$ cat src/rtl/game_sequencer.sv
// game_sequencer: HOME/FACE/player-attack/monster-attack/OVER game flow with HP bookkeeping.
// Define INVULN_EN to ignore further hits for INVULN_TICKS cycles after each applied hit.
module game_sequencer #(
    parameter int TICKS_PER_SEC  = 100000000,
    parameter int ATTACK_SECONDS = 6,
    parameter int PLAYER_HP      = 300,
    parameter int MONSTER_HP     = 500,
    parameter int DMG1           = 10,
    parameter int DMG2           = 25,
    parameter int DMG3           = 50,
    parameter int HIT_DAMAGE     = 20,
    parameter int INVULN_TICKS   = 50000000
) (
    input  logic        i_clk,
    input  logic        i_rst_n,
    input  logic        i_enter_key,
    input  logic        i_bar_stop,
    input  logic [1:0]  i_bar_score,
    input  logic        i_hit,
    output logic [2:0]  o_state,
    output logic        o_bar_active,
    output logic        o_attack_active,
    output logic [15:0] o_player_hp,
    output logic [15:0] o_monster_hp,
    output logic        o_win
);
    localparam int PW = $clog2(TICKS_PER_SEC + 1);
    localparam int SW = $clog2(ATTACK_SECONDS + 1);
    typedef enum logic [2:0] {HOME = 3'd0, FACE = 3'd1, P_ATK = 3'd2, M_ATK = 3'd3, OVER = 3'd4} state_t;
    state_t state, nxt;
    logic [PW-1:0] pre;
    logic [SW-1:0] sec;
    logic hit_q, hit_ok, tick, timeout;
    logic [15:0] dmg, m_hp, p_hp;
`ifdef INVULN_EN
    localparam int IW = $clog2(INVULN_TICKS + 1);
    logic [IW-1:0] inv;
    assign hit_ok = state == M_ATK && i_hit && !hit_q && inv == '0;
`else
    assign hit_ok = state == M_ATK && i_hit && !hit_q;
`endif
    assign tick    = pre == PW'(TICKS_PER_SEC - 1);
    assign timeout = tick && sec == SW'(ATTACK_SECONDS - 1);
    assign dmg     = i_bar_score == 2'd3 ? 16'(DMG3) : i_bar_score == 2'd2 ? 16'(DMG2) :
                     i_bar_score == 2'd1 ? 16'(DMG1) : 16'd0;
    assign m_hp    = o_monster_hp > dmg ? o_monster_hp - dmg : 16'd0;
    assign p_hp    = o_player_hp > 16'(HIT_DAMAGE) ? o_player_hp - 16'(HIT_DAMAGE) : 16'd0;
    assign o_state = state;
    // A hit landing on the timeout edge is applied first, so death beats FACE
    always_comb begin
        nxt = state;
        case (state)
            HOME:    nxt = i_enter_key ? FACE : HOME;
            FACE:    nxt = i_enter_key ? P_ATK : FACE;
            P_ATK:   nxt = !i_bar_stop ? P_ATK : m_hp == 16'd0 ? OVER : M_ATK;
            M_ATK:   nxt = hit_ok && p_hp == 16'd0 ? OVER : timeout ? FACE : M_ATK;
            OVER:    nxt = i_enter_key ? HOME : OVER;
            default: nxt = HOME;
        endcase
    end
    always_ff @(posedge i_clk or negedge i_rst_n) begin
        if (!i_rst_n) begin
            state           <= HOME;
            o_bar_active    <= 1'b0;
            o_attack_active <= 1'b0;
            o_win           <= 1'b0;
            o_player_hp     <= 16'(PLAYER_HP);
            o_monster_hp    <= 16'(MONSTER_HP);
            pre             <= '0;
            sec             <= '0;
            hit_q           <= 1'b0;
`ifdef INVULN_EN
            inv             <= '0;
`endif
        end else begin
            state           <= nxt;
            o_bar_active    <= nxt == P_ATK;
            o_attack_active <= nxt == M_ATK;
            hit_q           <= i_hit;
            if (state == HOME && i_enter_key) begin
                o_player_hp  <= 16'(PLAYER_HP);
                o_monster_hp <= 16'(MONSTER_HP);
                o_win        <= 1'b0;
            end
            if (state == P_ATK && i_bar_stop) begin
                o_monster_hp <= m_hp;
                o_win        <= m_hp == 16'd0;
            end
            if (hit_ok) begin
                o_player_hp <= p_hp;
                if (p_hp == 16'd0) o_win <= 1'b0;
            end
            // Counters run only while staying in M_ATK; any entry or exit clears them
            if (state == M_ATK && nxt == M_ATK) begin
                pre <= tick ? '0 : pre + PW'(1);
                sec <= sec + SW'(tick);
            end else begin
                pre <= '0;
                sec <= '0;
            end
`ifdef INVULN_EN
            if (nxt != M_ATK) inv <= '0;
            else if (hit_ok) inv <= IW'(INVULN_TICKS);
            else if (inv != '0) inv <= inv - IW'(1);
`endif
        end
    end
endmodule
$ cat config.mk
export PLATFORM = sky130hd
export DESIGN_NAME = game_sequencer
export DESIGN_NICKNAME = d
export VERILOG_FILES = /design/src/rtl/game_sequencer.sv
export SDC_FILE = /design/constraint.sdc
export NUM_CORES = 1
export LEC_CHECK = 0
export ABC_AREA = 1
export CAP_MARGIN = 20
export CORE_MARGIN = 1
export CORE_UTILIZATION = 35
export CTS_CLUSTER_SIZE = 16
export DETAILED_ROUTE_END_ITERATION = 8
export HOLD_SLACK_MARGIN = 0.1
export PLACE_DENSITY = 0.52
export SETUP_SLACK_MARGIN = 0.3
export SLEW_MARGIN = 20
export SYNTH_ARGS = -nofsm -noshare
export SYNTH_HDL_FRONTEND = slang
export SYNTH_SLANG_ARGS = --single-unit
$ cat constraint.sdc
create_clock -name i_clk -period 4.2 [get_ports i_clk]
set_input_delay 0.63 -clock i_clk [delete_from_list [all_inputs] [get_ports i_clk]]
set_output_delay 0.63 -clock i_clk [all_outputs]
set_load 0.01 [all_outputs]
==> metrics.md, run 1 <==
| Metric | Value |
|---|---|
| Outcome | finished, final reports clean |
| Primary FF master, synth | dfrtp_1 |
| Async SR Flop Fraction | 1.000 |
| Fin crit share | 0.7646 |
| Flop2flop setup slack | 1.54 ns |
| Area of the multi-input gates | 0.002377 mm2 |
| Htree depth | 3 |
| Area delta synth->final | 20.30% |
| Setup Skew | 0.01157 ns |
| Clock tree buffer depth | 2 |
| Antenna violations before repair | 0 |
| Buf/Inv on CP | 3 |
| Synth Net Count | 606 |
| Fmax | between 300 and 400 MHz |
| Tot GR Track Use | 0.1766 |
| Global route overflow | 0 |
| Critical Path End Type | flop |
| Pleak | 2.513 nW |
| Critical Path Most Common Cell | nand2_1 |
| Hold buffers post-CTS | 0 |
| CP peak stage delay | 0.51 ns |
| Logic pwr share | 0.446 |
| Pin count of the biggest net entering global routing | 31 |
| RSZ-0062 raised after global routing | false |
| Max cap viols | 0 |
| Drt drc | 0 |
| Die Wd | between 100 and 150 um |
| GPL Wtd Cong | 0.8875 |
| Die area | 0.01330 mm2 |
| Die extent in y | ~120 um |
| Maximum VDD drop | 0.1636 mV |
| P per Cell Area | 584.6 mW/mm2 |
| Gate Count Post-Synth | 585 |
| Hold Crit Class | input port to async pin |
| Post-synth EDFFs | 0 |
| CP Launch Type | input port |
| Critical path type | input port to flop |
| Worst-Skew Late Latency | 0.34 ns |
| Yosys cell types | 40 |
| Vias post-DR | 3948 |
| Std-Cell Core Area | approximately 0.013 mm2 |
| Final-stage net count | 657 |
| Most frequent cells in the layout | nand2_1 (114), inv_1 (82), nor2_1 (81) |
| Max Slew Vio Count | 0 |
| Drt wl/cell | 13.45 um |
| First-pass iteration count of the detailed router | 7 |
| Post-CTS Setup Inserts | 0 |
| Port bufs | 44 |
| Synth warn | 0 |
| Sequential cell area | about 0.0017 mm2 |
| Hold Vio Cnt, Final | 0 |
| DRT Wirelength | about 11 mm |
| #FFs+latches synth | 69 |
| Crit path DAT | 3.44 ns |
| Vias in the first global route | approximately 3.8k |
| Seq/Total Area, Yosys | 0.3870 |
| Total power | about 3.2 mW |
| Fin crit period | 3.211 ns |
| Starting DRT DRC Count | around 290 |
| Net Sw Power | ~1.3 mW |
| Synth top area share | 0.3285 |
| CTS tree | yes |
| Leading cell type in the layout, fill and taps excluded | nand2_1 |
| Sequential share of power | 0.314 |
| Number of CTS-inserted buffers | 9 |
| Actual slew at the worst max-slew pin | 0.5141 ns |
| Via/cell ratio | around 5 |
| Internal cell power | 1.854 mW |
| Synth Cell Area | 0.004494 mm2 |
| Slew margin rel. | 0.6560 |
| Clk pwr share | 0.240 |
| Wire length of the first global-routing pass | about 18 mm |
| Ranking of synthesized cells by area | dfrtp_1 (33%), nand2_1 (9.5%), inv_1 (6.8%) |
| Slowest CP cell | clkdlybuf4s50_1 |
| Setup-failing EPs final | 0 |
| Sw frac | 0.4135 |
| Setup_tns | 0 ns |
| Dominant cell type by area after synthesis | dfrtp_1 |
| Resized cells post-CTS | 0 |
| IO Count | 45 |
| Antenna cells | 0 |
| Critical path peak fanout | 18 |
| Syn Area/Cell | 7.683 um2 |
| Rows | 41 |
| Antenna-violating nets left | 0 |
| Reg clk slew, reported paths | 0.06 ns |
| Share of layout cells above drive strength 1 | 0.1326 |
| CP cell instances | clkdlybuf4s50_1 -> ha_1 -> ha_1 -> inv_1 -> fa_1 -> o21ai_1 -> nand2_1 -> nand2_4 -> nand2_1 -> nand2_2 -> nand2_4 -> nand3_1 -> nand2_1 -> nor2_2 -> nand4_1 -> nand2_1 -> nand2_2 -> nand2_1 -> inv_1 |
| HPWL after detailed placement | 8.385 mm |
| CP top delay family | simple AND/OR/NAND/NOR gates |
| Initial Util | 0.3576 |
| CP required | approximately 4.4 ns |
| # fillers | 1289 |
| # clock sinks | a little under 70 |
| Root Buffer | clkbuf_16 |
[state kept, by name, indices dropped and copies added (netlist names)]
name / count
o_player_hp: 16
sec: 3
o_bar_active: 1
pre: 27
o_win: 1
o_attack_active: 1
o_state: 3
o_monster_hp: 16
hit_q: 1
[cells in the mapped netlist (2+ instances only)]
library cell,number
nand2_1,114
inv_2,5
nand3_1,52
o21ai_0,7
nand4_1,21
nor3_4,2
nand2_4,2
nor2_4,7
nand2_2,12
buf_2,2
a32o_1,2
nor2_1,81
nor3b_1,3
xnor2_1,6
ha_1,13
buf_4,2
buf_6,2
a31oi_1,2
a21oi_1,14
a22oi_1,5
nand3_2,6
xor2_1,16
o21ai_1,5
dfrtp_1,59
nand3_4,3
inv_1,82
nor2_2,11
nor4_1,3
dfstp_2,10
nor3_1,12
o21ai_2,4
o22ai_1,12
[metal layers]
layer  vias up  GRT usage  routed length [um]
met3        11    0.02899                 319
met1      1843     0.2269                5117
met4         0    0.05974                 149
met5         -          0                   0
li1       2002          -                   -
met2        92     0.3006                5344
[layout make-up]
class                      instances  area share
clock buffer                      12     0.04559
clock inverter                     4    0.008794
inverter                          88     0.06110
multi-input combinational        422      0.4397
sequential                        69      0.3217
tap                              172     0.03981
timing repair buffer              46     0.08331
[cells by family after synthesis]
| logic type | synth area share |
|---|---|
| AND/OR/NAND/NOR | 0.3697 |
| buffers and inverters | 0.08408 |
| flip-flops | 0.3870 |
| AO/OA/AOI/OAI | 0.07572 |
| XOR/XNOR | 0.04287 |
| adder cells (fa/ha/maj) | 0.04065 |
[worst paths after layout]
kind                                 start               to  depth (start not counted)
min                                i_rst_n  o_player_hp[14]                          1
max                         i_bar_score[1]  o_attack_active                         19
min reg2reg                         pre[0]           pre[0]                          1
min in group i_clk                  pre[0]           pre[0]                          1
max reg2reg                o_monster_hp[0]  o_attack_active                         18
max in group asynchronous          i_rst_n   o_player_hp[8]                          2
[power groups by stage]
stage / Clock (mW) / Sequential [mW] / Combinational, mW
3_5_place_dp: 0 / 1.01 / 1.41
5_1_grt: 0.810 / 1.02 / 1.57
6_report: 0.758 / 0.993 / 1.41
2_1_floorplan: 0 / 1.01 / 0.897
3_3_place_gp: 0 / 1.00 / 1.41
4_1_cts: 0.783 / 0.997 / 1.42
[per-stage QoR]
| stage | utilization | area [um2] | instances | hold slack [ns] | setup WS [ns] |
|---|---|---|---|---|---|
| after global placement | 0.4068 | 5112 | 797 | 0.4561 | 0.7294 |
| after floorplan | - | 4494 | 585 | 0.3344 | 1.399 |
| final | 0.4302 | 5406 | 813 | 0.2457 | 0.9889 |
| after CTS | 0.4302 | 5406 | 813 | 0.2546 | 1.015 |
| after detailed placement | 0.4068 | 5112 | 797 | 0.4587 | 0.6516 |
| after global routing | 0.4302 | 5406 | 813 | 0.2790 | 0.7269 |
Note: power is estimated with default switching activity, not from simulation.
==> run 2, diff against run 1 <==
Clock period 4.2 ns to 3.25 ns, I/O delays scaled along.
==> run 2 against run 1 <==
Effect of this change: sequential share of layout area fell by 0.81 points; flip-flop and latch count unchanged; combinational power up 36%; worst hold slack got worse by 0.067 ns; final cell count is 0.98% higher; sequential power up 29%.
==> metrics.md, run 2 (synthesis results as in run 1) <==
| Metric | Value |
|---|---|
| Sequential cell area | 0.001739 mm2 |
| Non-Filler Instances | roughly 820 |
| Reg clk slew, reported paths | 0.06 ns |
| Setup-failing EPs final | 0 |
| DRT Wirelength | 11.23 mm |
| Max reg flops | 27 |
| Met3 wire length | 423 um |
| Met2 WL | approximately 5.4 mm |
| Antenna-violating nets left | 0 |
| Finished layout cell area | between 0.005 and 0.006 mm2 |
| Initial Util | 0.3576 |
| Hold buffers post-CTS | 0 |
| Htree depth | 3 |
| RSZ-0062 raised after global routing | false |
| Clock tree buffer depth | 2 |
| Critical Path End Type | flop |
| Top layer reached by signal wires | met4 |
| Max Slew Vio Count | 0 |
| Share of layout cells above drive strength 1 | 0.1572 |
| Crit path DAT | between 2 and 3 ns |
| Sequential share of power | 0.312 |
| Vias post-DR | 4054 |
| WL met1 | 5.265 mm |
| Pleak | 2.559 nW |
| Critical path type | input port to flop |
| Slew margin rel. | 0.5594 |
| Max cap viols | 0 |
| Post-DP Area | 0.005170 mm2 |
| Setup_tns | 0 ns |
| Setup Skew | between 0.008 and 0.009 ns |
| Internal cell power | 2.394 mW |
| # clock sinks | 69 |
| Std-Cell Core Area | 0.01257 mm2 |
| Die extent in y | 115.3 um |
| Vias in the first global route | about 3.9k |
| Total power | 4.103 mW |
| Drt wl/cell | 13.68 um |
| Actual slew at the worst max-slew pin | 0.6609 ns |
| Antenna cells | 0 |
| HPWL after detailed placement | 8.448 mm |
| Global route overflow | 0 |
| Drt drc | 0 |
| Net Sw Power | 1.709 mW |
| Pin count of the biggest net entering global routing | 43 |
| P per Cell Area | 739.9 mW/mm2 |
| Maximum VDD drop | 0.4421 mV |
| CP top delay family | simple AND/OR/NAND/NOR gates |
| Area delta synth->final | 23.39% |
| Number of CTS-inserted buffers | 9 |
| Hold Crit Class | input port to async pin |
| Starting DRT DRC Count | 286 |
| Regs by FF count | pre (27), o_monster_hp (16), o_player_hp (16) |
| Fmax | 383.2 MHz |
| CP Launch Type | input port |
| Port bufs | 44 |
| Worst-Skew Late Latency | 0.33 ns |
| Leading cell type in the layout, fill and taps excluded | nand2_1 |
| IO Count | 45 |
| GPL Wtd Cong | 0.9052 |
| Via/cell ratio | ~4.9 |
| CP required | 3.48 ns |
| Die Wd | 115.3 um |
| Outcome | finished, final reports clean |
| Sw frac | 0.4165 |
| Die area | between 0.01 and 0.015 mm2 |
| Clk pwr share | 0.219 |
| Antenna violations before repair | 0 |
| Rows | 41 |
| Logic pwr share | 0.469 |
| CP cell instances | dlymetal6s2s_1 -> inv_1 -> ha_2 -> ha_1 -> inv_1 -> fa_2 -> o21ai_2 -> nand2_2 -> nand2_4 -> nand2_1 -> nand2_4 -> nand2_8 -> nand3_1 -> nand2_1 -> nor2_4 -> nand4_1 -> nand2_2 -> nand2_2 -> nand2_1 -> inv_1 |
| Slowest CP cell | fa_2 |
| Biggest register | pre |
| Most frequent cells in the layout | nand2_1 (111), inv_1 (82), nor2_1 (81) |
| Final-stage net count | 665 |
| Fin crit share | 0.8030 |
| Buf/Inv on CP | 4 |
| Critical path peak fanout | 9 |
| Placed cell count | approximately 800 |
| Hold Vio Cnt, Final | 0 |
| Area of the multi-input gates | 0.002467 mm2 |
| CTS tree | yes |
| CP peak stage delay | 0.36 ns |
| Tot GR Track Use | 0.1833 |
| Wire length of the first global-routing pass | 18.89 mm |
| # fillers | 1302 |
| First-pass iteration count of the detailed router | 6 |
| Fin crit period | 2.610 ns |
| Root Buffer | clkbuf_16 |
run 2: changes by cell type in the layout (fill, tap and decap cells not counted), moves of 2 or more:
| cell | change |
|---|---|
| dlymetal6s2s_1 | +2 |
| buf_4 | +6 |
| nand3_2 | +5 |
| nand3_1 | -5 |
| nor2_4 | +3 |
| nand2_2 | +2 |
| nand2_8 | +2 |
| clkbuf_1 | +2 |
| nand2_1 | -3 |
| nor2_2 | -3 |
| clkdlybuf4s50_1 | -2 |
run 2: stage by stage:
stage	utilization	setup slack, ns	hold WS [ns]
CTS	0.4376	0.3385	0.1953
finish	0.4412	0.6402	0.1782
global route	0.4412	0.4279	0.2261
global placement	0.4113	0.01576	0.4534
floorplan	-	0.5911	0.1919
detailed placement	0.4113	-0.1051	0.4696
run 2: layer usage:
metal  global-route usage  vias up
met3              0.04533       12
met2               0.2954       97
met5                    0        -
met4              0.05455        0
li1                     -     2025
met1               0.2425     1920
run 2: power by group through the flow:
stage / logic (mW) / registers, mW / clock network [mW]
finish: 1.92 / 1.28 / 0.899
global route: 2.14 / 1.31 / 0.964
CTS: 1.91 / 1.28 / 0.934
detailed placement: 1.87 / 1.29 / 0
global placement: 1.86 / 1.29 / 0
floorplan: 1.16 / 1.31 / 0
run 2: worst paths after layout:
check                          startpoint               end  slack [ns]  depth (start not counted)
setup / recovery           i_bar_score[0]   o_attack_active        0.64                         20
min in group i_clk                 pre[0]            pre[0]        0.47                          1
max in group asynchronous         i_rst_n    o_player_hp[3]        2.35                          2
setup reg to reg           o_player_hp[2]   o_attack_active        0.69                         17
hold reg to reg                    pre[0]            pre[0]        0.47                          1
hold / removal                    i_rst_n  o_monster_hp[14]        0.18                          1
run 2: area by class of cell:
type / instances / area share
sequential: 69 / 0.3136
multi-input combinational: 423 / 0.4449
timing repair buffer: 53 / 0.09386
clock inverter: 1 / 0.0009025
clock buffer: 15 / 0.04829
tap: 172 / 0.03881
inverter: 88 / 0.05957
run 2: timing repair:
item	4_1_cts	5_1_grt
pin swaps	6	5
gates cloned	1	0
resized for setup	8	11
buffers inserted	1	0
endpoints found under the setup margin	3	6
endpoints found under the hold margin	0	0
==> run 3, diff against run 2 <==
Settings changed: PLACE_DENSITY 0.52 to 0.54.
Clock period 3.25 ns to 2.2 ns, I/O delays scaled along.
==> run 3 against run 2 <==
Effect of this change: the run now ends with setup timing left; non-clock buffer count increased by 87; routed wire length rose by 18%; global-route usage is 2.4 points higher; worst hold slack improved by 0.31 ns; worst setup slack lost 0.83 ns; sequential share of layout area fell by 6.5 points; design area increased by 26%; sequential power up 45%.
==> metrics.md, run 3 (synthesis results as in run 1) <==
| Metric | Value |
|---|---|
| Outcome | complete, but fails checks |
| Failing checks | setup timing |
| Critical Path Source | o_monster_hp[0] |
| Critical path peak fanout | 8 |
| Finished layout cell area | 0.006982 mm2 |
| Final-stage net count | 752 |
| P per Cell Area | 1147 mW/mm2 |
| Critical Path End Type | flop |
| Post-DP Area | 0.005650 mm2 |
| Max Slew Vio Count | 0 |
| Die Wd | about 120 um |
| GPL Wtd Cong | between 0.8 and 0.9 |
| Antenna cells | 0 |
| Critical path type | flop to flop |
| Tot GR Track Use | 0.2070 |
| Die extent in y | 115.3 um |
| Std-Cell Core Area | 0.01257 mm2 |
| IO Count | 45 |
| Actual slew at the worst max-slew pin | 0.3761 ns |
| Port bufs | between 40 and 50 |
| Critical Path End | o_attack_active |
| Fin crit share | 1.086 |
| CTS tree | yes |
| # fillers | 1147 |
| Pleak | roughly 3.1 nW |
| Biggest register | pre |
| Reg clk slew, reported paths | 0.06 ns |
| Fmax | 418.6 MHz |
| Clock tree buffer depth | 2 |
| Initial Util | 0.3576 |
| Hold Crit Class | input port to flop |
| Maximum VDD drop | 0.4221 mV |
| Setup Skew | a little over 0.007 ns |
| Die area | between 0.01 and 0.015 mm2 |
| Most frequent cells in the layout | nand2_1 (91), inv_1 (73), buf_4 (62) |
| Hold Vio Cnt, Final | 0 |
| Slew margin rel. | 0.7493 |
| Max reg flops | 27 |
| Setup-failing EPs final | 13 |
| Reg2reg path depth | 18 |
| RSZ-0062 raised after global routing | true |
| Starting DRT DRC Count | 237 |
| Crit path DAT | roughly 2.6 ns |
| Max cap viols | 0 |
| Drt wl/cell | roughly 15 um |
| Antenna-violating nets left | 0 |
| DRT Wirelength | 13.28 mm |
| Htree depth | 3 |
| Rows | just over 40 |
| Number of CTS-inserted buffers | 9 |
| Root Buffer | clkbuf_16 |
| Total power | 8.009 mW |
| Leading cell type in the layout, fill and taps excluded | nand2_1 |
| HPWL after detailed placement | just under 9 mm |
| Final worst slack | -0.1889 ns |
| Worst-Skew Late Latency | 0.34 ns |
| Vias in the first global route | about 4.5k |
| Wire length of the first global-routing pass | 21.40 mm |
| CP required | 2.44 ns |
| Flop2flop setup slack | -0.19 ns |
| First-pass iteration count of the detailed router | 6 |
| # clock sinks | 69 |
| Drt drc | 0 |
| Fin crit period | 2.389 ns |
| Area delta synth->final | 55.35% |
| Regs by FF count | pre (27), o_monster_hp (16), o_player_hp (16) |
| WHS | 0.4899 ns |
| Pin count of the biggest net entering global routing | 70 |
| Via/cell ratio | 4.963 |
| Reg2Reg Capture Point | o_attack_active |
| Antenna violations before repair | 0 |
| Share of layout cells above drive strength 1 | 0.3981 |
| CP Launch Type | flop |
| Global route overflow | 0 |
| R2r startpoint | o_monster_hp[0] |
| Vias post-DR | 4506 |
==> run 3: cell count changes in the layout (fill, tap and decap cells not counted), sizes merged <==
cell | previous run | this run
dlymetal6s2s | 2 | 1
clkinvlp | 0 | 2
clkdlybuf4s50 | 41 | 39
buf | 10 | 98
clkinv | 2 | 4
dlygate4sd3 | 0 | 1
clkbuf | 15 | 11
dlygate4sd2 | 0 | 1
==> run 3: final cells by class <==
class                           count  area, um2  share of cell area
Multi-Input combinational cell    423       3059              0.4382
Inverter                           88      356.6             0.05108
Clock inverter                      5      27.53            0.003943
Clock buffer                       11      242.7             0.03477
Tap cell                          172      215.2             0.03082
Sequential cell                    69       1739              0.2491
Timing Repair Buffer              140       1341              0.1921
==> run 3: timing repair <==
item                       in CTS  in global routing
pin swaps                      27                 30
resized for setup             105                 75
setup endpoints to repair      52                 62
buffers inserted               23                 11
hold endpoints to repair       59                  0
gates cloned                    3                  1
hold buffers                    1                  0
==> run 3: worst min-delay path by stage <==
stage	start	end	slack (ns)	depth (start not counted)
global placement	i_rst_n	o_player_hp[15]	0.39	2
finish	i_hit	hit_q	0.49	1
global route	i_hit	hit_q	0.49	1
floorplan	i_rst_n	hit_q	0.03	0
CTS	i_hit	hit_q	0.49	1
detailed placement	i_rst_n	o_player_hp[15]	0.37	2
==> run 3: worst max-delay path, cell delays in order, from the launching register on <==
cell and delay (ns):
dfrtp_1 0.38, inv_2 0.07, ha_4 0.13, inv_4 0.03, fa_2 0.34, o21ai_2 0.16, nand2_2 0.10, nand2_4 0.10
nand2_4 0.07, nand2_8 0.09, nand2_8 0.12, nand3_2 0.11, nand3_2 0.10, nor2_4 0.12, nand4_1 0.12, nand2_2 0.09
nand2_2 0.06, nand2_2 0.07, inv_2 0.03
==> run 3: power breakdown <==
group / internal, mW / switching [mW]
combinational: 2.38 / 2.42
sequential: 1.57 / 0.293
clock: 0.786 / 0.560
==> run 3: routing by layer <==
metal / wire [um] / vias to the layer above / track usage
met5: 0 / - / 0
met3: 458 / 31 / 0.03374
met2: 6785 / 108 / 0.3517
met1: 5679 / 2174 / 0.2570
met4: 354 / 0 / 0.09524
li1: - / 2193 / -
==> run 3: metrics by stage <==
stage	std cells	TNS (ns)	utilization	worst slack, ns
2_1_floorplan	585	-1.068	-	-0.2547
3_3_place_gp	853	-11.15	0.4496	-0.8540
3_5_place_dp	853	-13.47	0.4496	-0.9714
4_1_cts	896	-1.310	0.5251	-0.2484
5_1_grt	908	-5.268	0.5555	-0.2958
6_report	908	-1.228	0.5555	-0.1889
